### config.mk
export PLATFORM = sky130hd
export DESIGN_NAME = usb_utm_rx
export DESIGN_NICKNAME = d
export VERILOG_FILES = /design/src/rtl/usb_utmi_pkg.sv /design/src/rtl/usb_utm_rx.sv
export SDC_FILE = /design/constraint.sdc
export NUM_CORES = 1
export LEC_CHECK = 0
export BUFFER_PORTS_ARGS = -buffer_cell sky130_fd_sc_hd__clkbuf_2
export CAP_MARGIN = 20
export CORE_MARGIN = 4
export CORE_UTILIZATION = 31
export DETAILED_ROUTE_END_ITERATION = 8
export GPL_TIMING_DRIVEN = 1
export PLACE_DENSITY_LB_ADDON = 0.2
export SKIP_CTS_REPAIR_TIMING = 1
export SYNTH_ARGS = -nofsm -noshare
export SYNTH_HDL_FRONTEND = slang
export SYNTH_SLANG_ARGS = --single-unit
### constraint.sdc
create_clock -name clk -period 4.4 [get_ports clk]
set_input_delay 0.22 -clock clk [delete_from_list [all_inputs] [get_ports clk]]
set_output_delay 0.22 -clock clk [all_outputs]
set_load 0.01 [all_outputs]
### src/rtl/usb_utmi_pkg.sv
// Shared UTMI types for the FS UTM: line-state encoding, receive FSM states
// and EOP limits.
package usb_utmi_pkg;

   typedef enum logic [1:0] {
      LS_SE0 = 2'b00,
      LS_J   = 2'b01,
      LS_K   = 2'b10,
      LS_SE1 = 2'b11
   } utmi_line_state_t;

   typedef enum logic [2:0] {
      ST_IDLE,
      ST_SYNC,
      ST_DATA,
      ST_EOP,
      ST_ABORT
   } usb_utm_rx_state_t;

   localparam int USB_EOP_SE0_MAX = 3;

endpackage

### src/rtl/usb_utm_rx.sv
// FS UTM receive byte assembler: SYNC hunt, LSB-first byte assembly, EOP and error detection.
// Optional missing-stuff-bit detection is enabled by defining USB_UTM_RX_STUFF_ERR_EN.
//
// state    | meaning
// ---------+-------------------------------------------------------------
// ST_IDLE  | bus idle, waiting for the first K of SYNC
// ST_SYNC  | counting decoded 0s, waiting for the terminating 1
// ST_DATA  | assembling bytes, rx_active high
// ST_EOP   | SE0 seen, waiting for J (or timeout / K)
// ST_ABORT | error seen, rx_active held until two idle J strobes
module usb_utm_rx
   import usb_utmi_pkg::*;
#(
   parameter int SYNC_MIN_ZEROS = 4
) (
   input  logic       clk,
   input  logic       rst_n,
   input  logic       bit_strobe,
   input  logic       bit_data,
   input  logic       bit_stuffed,
   input  logic [1:0] line_state,
   output logic       rx_active,
   output logic       rx_valid,
   output logic [7:0] rx_data,
   output logic       rx_error
);

   usb_utm_rx_state_t state_q;
   utmi_line_state_t  ls;
   logic [2:0]        zero_cnt_q;
   logic [2:0]        bit_cnt_q;
   logic [1:0]        se0_cnt_q;
   logic              j_cnt_q;
   logic [6:0]        shreg_q;
   logic              rx_active_q;
   logic              rx_valid_q;
   logic [7:0]        rx_data_q;
   logic              rx_error_q;
`ifdef USB_UTM_RX_STUFF_ERR_EN
   logic [2:0]        ones_cnt_q;
`endif

   assign ls = utmi_line_state_t'(line_state);

   always_ff @(posedge clk or negedge rst_n) begin
      if (!rst_n) begin
         state_q     <= ST_IDLE;
         zero_cnt_q  <= 3'd0;
         bit_cnt_q   <= 3'd0;
         se0_cnt_q   <= 2'd0;
         j_cnt_q     <= 1'b0;
         shreg_q     <= 7'd0;
         rx_active_q <= 1'b0;
         rx_valid_q  <= 1'b0;
         rx_data_q   <= 8'h00;
         rx_error_q  <= 1'b0;
`ifdef USB_UTM_RX_STUFF_ERR_EN
         ones_cnt_q  <= 3'd0;
`endif
      end else begin
         rx_valid_q <= 1'b0;
         rx_error_q <= 1'b0;
         if (bit_strobe) begin
            case (state_q)
               ST_IDLE: begin
                  if (ls == LS_K) begin
                     state_q    <= ST_SYNC;
                     zero_cnt_q <= 3'd0;
                  end
               end
               ST_SYNC: begin
                  if (ls == LS_SE0) begin
                     state_q <= ST_IDLE;
                  end else if (!bit_data) begin
                     if (zero_cnt_q != 3'd7) zero_cnt_q <= zero_cnt_q + 3'd1;
                  end else if (int'(zero_cnt_q) >= SYNC_MIN_ZEROS) begin
                     state_q     <= ST_DATA;
                     rx_active_q <= 1'b1;
                     bit_cnt_q   <= 3'd0;
`ifdef USB_UTM_RX_STUFF_ERR_EN
                     ones_cnt_q  <= 3'd0;
`endif
                  end else begin
                     state_q <= ST_IDLE;
                  end
               end
               ST_DATA: begin
                  if (ls == LS_SE0) begin
                     // a partially filled byte at EOP is discarded and flagged
                     state_q   <= ST_EOP;
                     se0_cnt_q <= 2'd1;
                     if (bit_cnt_q != 3'd0) rx_error_q <= 1'b1;
                  end else if (bit_stuffed) begin
`ifdef USB_UTM_RX_STUFF_ERR_EN
                     ones_cnt_q <= 3'd0;
`endif
                  end
`ifdef USB_UTM_RX_STUFF_ERR_EN
                  else if (bit_data && ones_cnt_q == 3'd6) begin
                     state_q    <= ST_ABORT;
                     j_cnt_q    <= 1'b0;
                     rx_error_q <= 1'b1;
                  end
`endif
                  else begin
                     shreg_q   <= {bit_data, shreg_q[6:1]};
                     bit_cnt_q <= bit_cnt_q + 3'd1;
                     if (bit_cnt_q == 3'd7) begin
                        rx_data_q  <= {bit_data, shreg_q};
                        rx_valid_q <= 1'b1;
                     end
`ifdef USB_UTM_RX_STUFF_ERR_EN
                     ones_cnt_q <= bit_data ? ones_cnt_q + 3'd1 : 3'd0;
`endif
                  end
               end
               ST_EOP: begin
                  if (ls == LS_SE0) begin
                     if (se0_cnt_q >= 2'(USB_EOP_SE0_MAX)) begin
                        state_q    <= ST_ABORT;
                        j_cnt_q    <= 1'b0;
                        rx_error_q <= 1'b1;
                     end else begin
                        se0_cnt_q <= se0_cnt_q + 2'd1;
                     end
                  end else if (ls == LS_J) begin
                     state_q     <= ST_IDLE;
                     rx_active_q <= 1'b0;
                  end else begin
                     state_q    <= ST_ABORT;
                     j_cnt_q    <= 1'b0;
                     rx_error_q <= 1'b1;
                  end
               end
               ST_ABORT: begin
                  if (ls == LS_J) begin
                     if (j_cnt_q) begin
                        state_q     <= ST_IDLE;
                        rx_active_q <= 1'b0;
                        j_cnt_q     <= 1'b0;
                     end else begin
                        j_cnt_q <= 1'b1;
                     end
                  end else begin
                     j_cnt_q <= 1'b0;
                  end
               end
               default: state_q <= ST_IDLE;
            endcase
         end
      end
   end

   assign rx_active = rx_active_q;
   assign rx_valid  = rx_valid_q;
   assign rx_data   = rx_data_q;
   assign rx_error  = rx_error_q;

endmodule

# After elaboration in Yosys (flattened, before gate mapping)
# Cells that the tools add are included.
# op_classes
n_reduce_logical	16
bitwise	2
add_sub_neg	3
n_mux	52
magnitude_cmp	2
n_eq_ne	26
# ops
operator	count
$mux W3	18
$ne A2 B2 Y1 const B	15
$mux W1	23
$pmux W3 S5	1
$reduce_and A7 Y1	2
$ne A3 B3 Y1 const B	4
$pmux W3 S2	2
$reduce_and A5 Y1	2
$reduce_and A9 Y1	1
$mux W2	4
$reduce_and A4 Y1	2
$reduce_bool A2 Y1	4
$add A3 B1 Y3 const B	2
$eq A3 B2 Y1 const B	2
$eq A3 B3 Y1 const B	2
$reduce_and A6 Y1	1
$reduce_bool A3 Y1	2
$pmux W1 S2	2
$pmux W2 S2	1
$eq A3 B1 Y1 const B	1
$ge A3 B3 Y1 const B	1
$logic_not A3 Y1	1
$pmux W1 S3	1
$add A2 B1 Y2 const B	1
5 further kinds	6
# word_totals
ff_bits	30
out_inout_bits	11
input_bits	7

# Logic depth before layout (Yosys ltp)
# depth
word_depth	6
mapped_depth	6
mapped_depth_nobuf	6

# Worst setup path after synthesis
# Ideal clock, no wire load.
# synth_path
path_type	register -> register
from	register zero_cnt_q[0]
to	register zero_cnt_q[0]
arrival_ns	1.614
path_slack_ns	2.658
synth_period_minus_slack_ns	1.742
path_buffers	0
setup_time_ns	0.127
stages_incl_launch_ff	7
cell_sequence	dfrtp_1 ha_1 ha_1 nor2_1 a21oi_1 or4_4 mux2_1
# synth_via
elab_chain_cells	5
word_cells_on_any_way	8
# synth_rtl
item	line	rtl
start: declaration	usb_utm_rx.sv:30	logic [2:0] zero_cnt_q;
start signal: assignment	usb_utm_rx.sv:75	if (zero_cnt_q != 3'd7) zero_cnt_q <= zero_cnt_q + 3'd1;
$add A3 B1 Y3	usb_utm_rx.sv:75	
$mux W3	usb_utm_rx.sv:75	
$mux W3	usb_utm_rx.sv:74	end else if (!bit_data) begin
$mux W3	usb_utm_rx.sv:72	if (ls == LS_SE0) begin
$pmux W3 S2	usb_utm_rx.sv:64	case (state_q)
# Parallel ways exist; a longest one is shown, timed or not. The select of a mux whose other input is x is not followed.
# A chain may end at the register's enable or synchronous reset.

# Worst setup path after layout
# layout_path
from	register state_q[1]
to	register rx_data_q[1], in the netlist rx_data[1]
# layout_via
elab_chain_cells	2
# layout_rtl
item	line	rtl
start: declaration	usb_utm_rx.sv:28	usb_utm_rx_state_t state_q;
start signal: assignment	usb_utm_rx.sv:47	state_q <= ST_IDLE;
start signal: assignment	usb_utm_rx.sv:67	state_q <= ST_SYNC;
start signal: assignment	usb_utm_rx.sv:73	state_q <= ST_IDLE;
$eq A3 B2 Y1	usb_utm_rx.sv:64	
$reduce_and A5 Y1 (no line)	--	
end signal: assignment	usb_utm_rx.sv:109	rx_data_q <= {bit_data, shreg_q};
end: declaration	usb_utm_rx.sv:37	logic [7:0] rx_data_q;
# Every way passes these cells.

==> results_dict.tcl <==
set metrics [dict create \
    combPwrFrac 0.258 \
    regToRegSetupSlack_ps 2270 \
    ys_warn_count 0 \
    crit_path_start_kind "flop" \
    syn-cell-area_mm2 0.00156 \
    slowest_delay_ps 670 \
    rows 25 \
    finalHoldViolCount 25 \
    whs_ps -20.7 \
    coreArea_mm2 0.00479 \
    cp_top_family "simple AND/OR/NAND/NOR gates" \
    crit_fanout 17 \
    ys_seq_area_frac 0.483 \
    drt-total-wl_um 2970 \
    switching_share 0.343 \
    clock.fmax_ghz 0.470 \
    seqPwrFrac 0.481 \
    vias 1129 \
    antenna_cells 0 \
    p_clk_frac 0.260 \
    antenna_found_initial 0 \
    drive_gt1_frac 0.247 \
    slew-limit-headroom 0.520 \
    synth_seq_cells 30 \
    r2r_cells 4 \
    cp_slowest_cell "dfrtp_1" \
    p_sw_mw 0.301 \
    wire_per_inst_um 12.5 \
    area_delta_synth_final_pct 14.2 \
    critical_path.reg2reg.startpoint "state_q[1]" \
    crit_chain "nand3b_4 -> nor4_4 -> nand2_2 -> mux2_2" \
    synth_cell_types 40 \
    htreeDepth 2 \
    path_depth 4 \
    cap_violations 0 \
    criticalPathCategory "flop to flop" \
    grt_pass1_wl_um 5290 \
    fin_util 0.371 \
    synth_cells 153 \
    violations "hold timing" \
    grt_pass1_vias 1185 \
    setup_viol 0 \
    start_util 0.325 \
    critPathBufInv 0 \
    synth_area_leaders "dfrtp_1 (48%), mux2_2 (7.2%), nand2_1 (6.3%)" \
    port_buffers 17 \
    ys.flop_type "dfrtp_1" \
    slew_violations 0 \
    fill_cells 473 \
    pwr_density_cell_mw_per_mm2 494 \
    layout.nets 182 \
    yosysTopAreaCell "dfrtp_1" \
    p_int_mw 0.577 \
    synth_top_area_share 0.483 \
    finClkSkew_ps 2.78 \
    drc 0 \
    clk_pin_slew_ps 60 \
    synth_nets 166 \
    finalSetupTns_ps 0 \
    overflow 0 \
    timing.rr.end "rx_data[1]" \
    die-width_um 78.8 \
    grt_use_total 0.108 \
    fin_crit_ps 2130 \
    rsz0062_at_grt "no" \
    status "complete, but fails checks" \
    syn_avg_cell_area_um2 10.2 \
    max_slew.worst_pin.slew_ps 721 \
    synth_edf_count 0 \
    clk_path_buf_depth 2 \
    async_reset_ff_frac 1.00 \
    drtAntennaViolNets 0 \
    first_iter_violations 45 \
    firstDrtPassIters 4 \
    hp-class "input port to async pin" \
    critPathCaptureType "flop" \
    place_congestion 0.778 \
    root_buffer "clkbuf_8" \
    max-vdd-ir-drop_v 0.000173 \
    min_period_over_period 0.484 \
    cts_inserted_buffers 5 \
    insertion_delay_ps 280 \
    io_pins 18 \
    post-dp-hpwl_um 2160 \
    cts_tree "yes" \
    crit_arrival_ps 2300 \
    dieArea_mm2 0.00621 \
    vias_per_cell 4.76 \
    required_ps 4570 \
    power_leakage_nw 0.914 \
    cts_num_sinks 30 \
    die_y_um 78.8 \
    grt_max_degree 31 \
]
## per-stage QoR
step                      total power, mW  instance area, um^2  worst slack [ps]  hold WS, ps  instances
after floorplan                     0.600                 1560              2660        -75.6        153
after global placement              0.647                 1680              2340          317        229
after detailed placement            0.658                 1680              2270          335        229
after CTS                           0.890                 1780              2260         28.0        237
after global routing                0.949                 1780              2100         66.0        237
final                               0.878                 1780              2270        -20.7        237
## placed cells by master, fill, tap and decap left out, types with 2 or more instances in the layout
cell type / count
inv_1: 8
o21ai_0: 7
a22o_1: 2
dfrtp_1: 30
nand3_1: 2
mux2_2: 10
ha_1: 6
a211o_1: 2
or4_1: 2
nand2_1: 26
nor3b_1: 3
clkbuf_2: 17
clkbuf_8: 6
nor2_1: 11
mux2i_1: 2
a31oi_1: 3
and2b_1: 2
nor3_1: 4
a21oi_1: 6
## worst max-delay path by stage
stage                   from            end  slack [ps]
2_1_floorplan  zero_cnt_q[0]  zero_cnt_q[0]        2660
3_3_place_gp      state_q[1]     rx_data[1]        2340
3_5_place_dp      state_q[1]     rx_data[1]        2270
4_1_cts           state_q[1]     rx_data[1]        2260
5_1_grt           state_q[1]     rx_data[1]        2100
6_report          state_q[1]     rx_data[1]        2270
## per-layer routing
layer	GRT usage	wire (um)
met1	0.132	1400
met2	0.171	1410
met3	0.0374	108
met4	0.0515	55
met5	0	0
## kinds of logic after synthesis
| family | synth area share |
|---|---|
| AND/OR/NAND/NOR | 0.216 |
| multiplexers | 0.0925 |
| AO/OA/AOI/OAI | 0.114 |
| adder cells (fa/ha/maj) | 0.0483 |
| buffers and inverters | 0.0467 |
| flip-flops | 0.483 |
## power by group through the flow
| stage | Sequential (mW) | Combinational, mW | Clock [mW] |
|---|---|---|---|
| 2_1_floorplan | 0.383 | 0.218 | 0 |
| 3_3_place_gp | 0.425 | 0.223 | 0 |
| 3_5_place_dp | 0.428 | 0.230 | 0 |
| 4_1_cts | 0.422 | 0.231 | 0.237 |
| 5_1_grt | 0.434 | 0.263 | 0.253 |
| 6_report | 0.423 | 0.227 | 0.229 |
## cells in the mapped netlist, drive strengths merged, types with 2 or more instances
library cell,number
and2b,2
nor3,4
nor2,12
or4,3
clkbuf,5
nand3,2
nand2b,2
buf,3
a21oi,6
ha,6
o21ai,7
a22o,2
dfrtp,30
mux2i,2
inv,8
nor3b,3
nand3b,2
a31oi,3
a211o,2
nand2,27
mux2,11
## area by class of cell
cell class	count	area (um^2)	area share
Sequential cell	30	751	0.423
Multi-Input combinational cell	107	732	0.412
Timing Repair Buffer	17	85.1	0.0479
Tap cell	67	83.8	0.0472
Clock buffer	6	82.6	0.0465
Inverter	8	30.0	0.0169
Clock inverter	2	12.5	0.00704
## registers in the layout (all words and copies together), names as in the netlist
signal	cells
bit_cnt_q	3
rx_valid	1
j_cnt_q	1
zero_cnt_q	3
rx_data	8
state_q	3
rx_active	1
rx_error	1
shreg_q	7
se0_cnt_q	2
No activity file was read; power rests on OpenSTA's default activity.
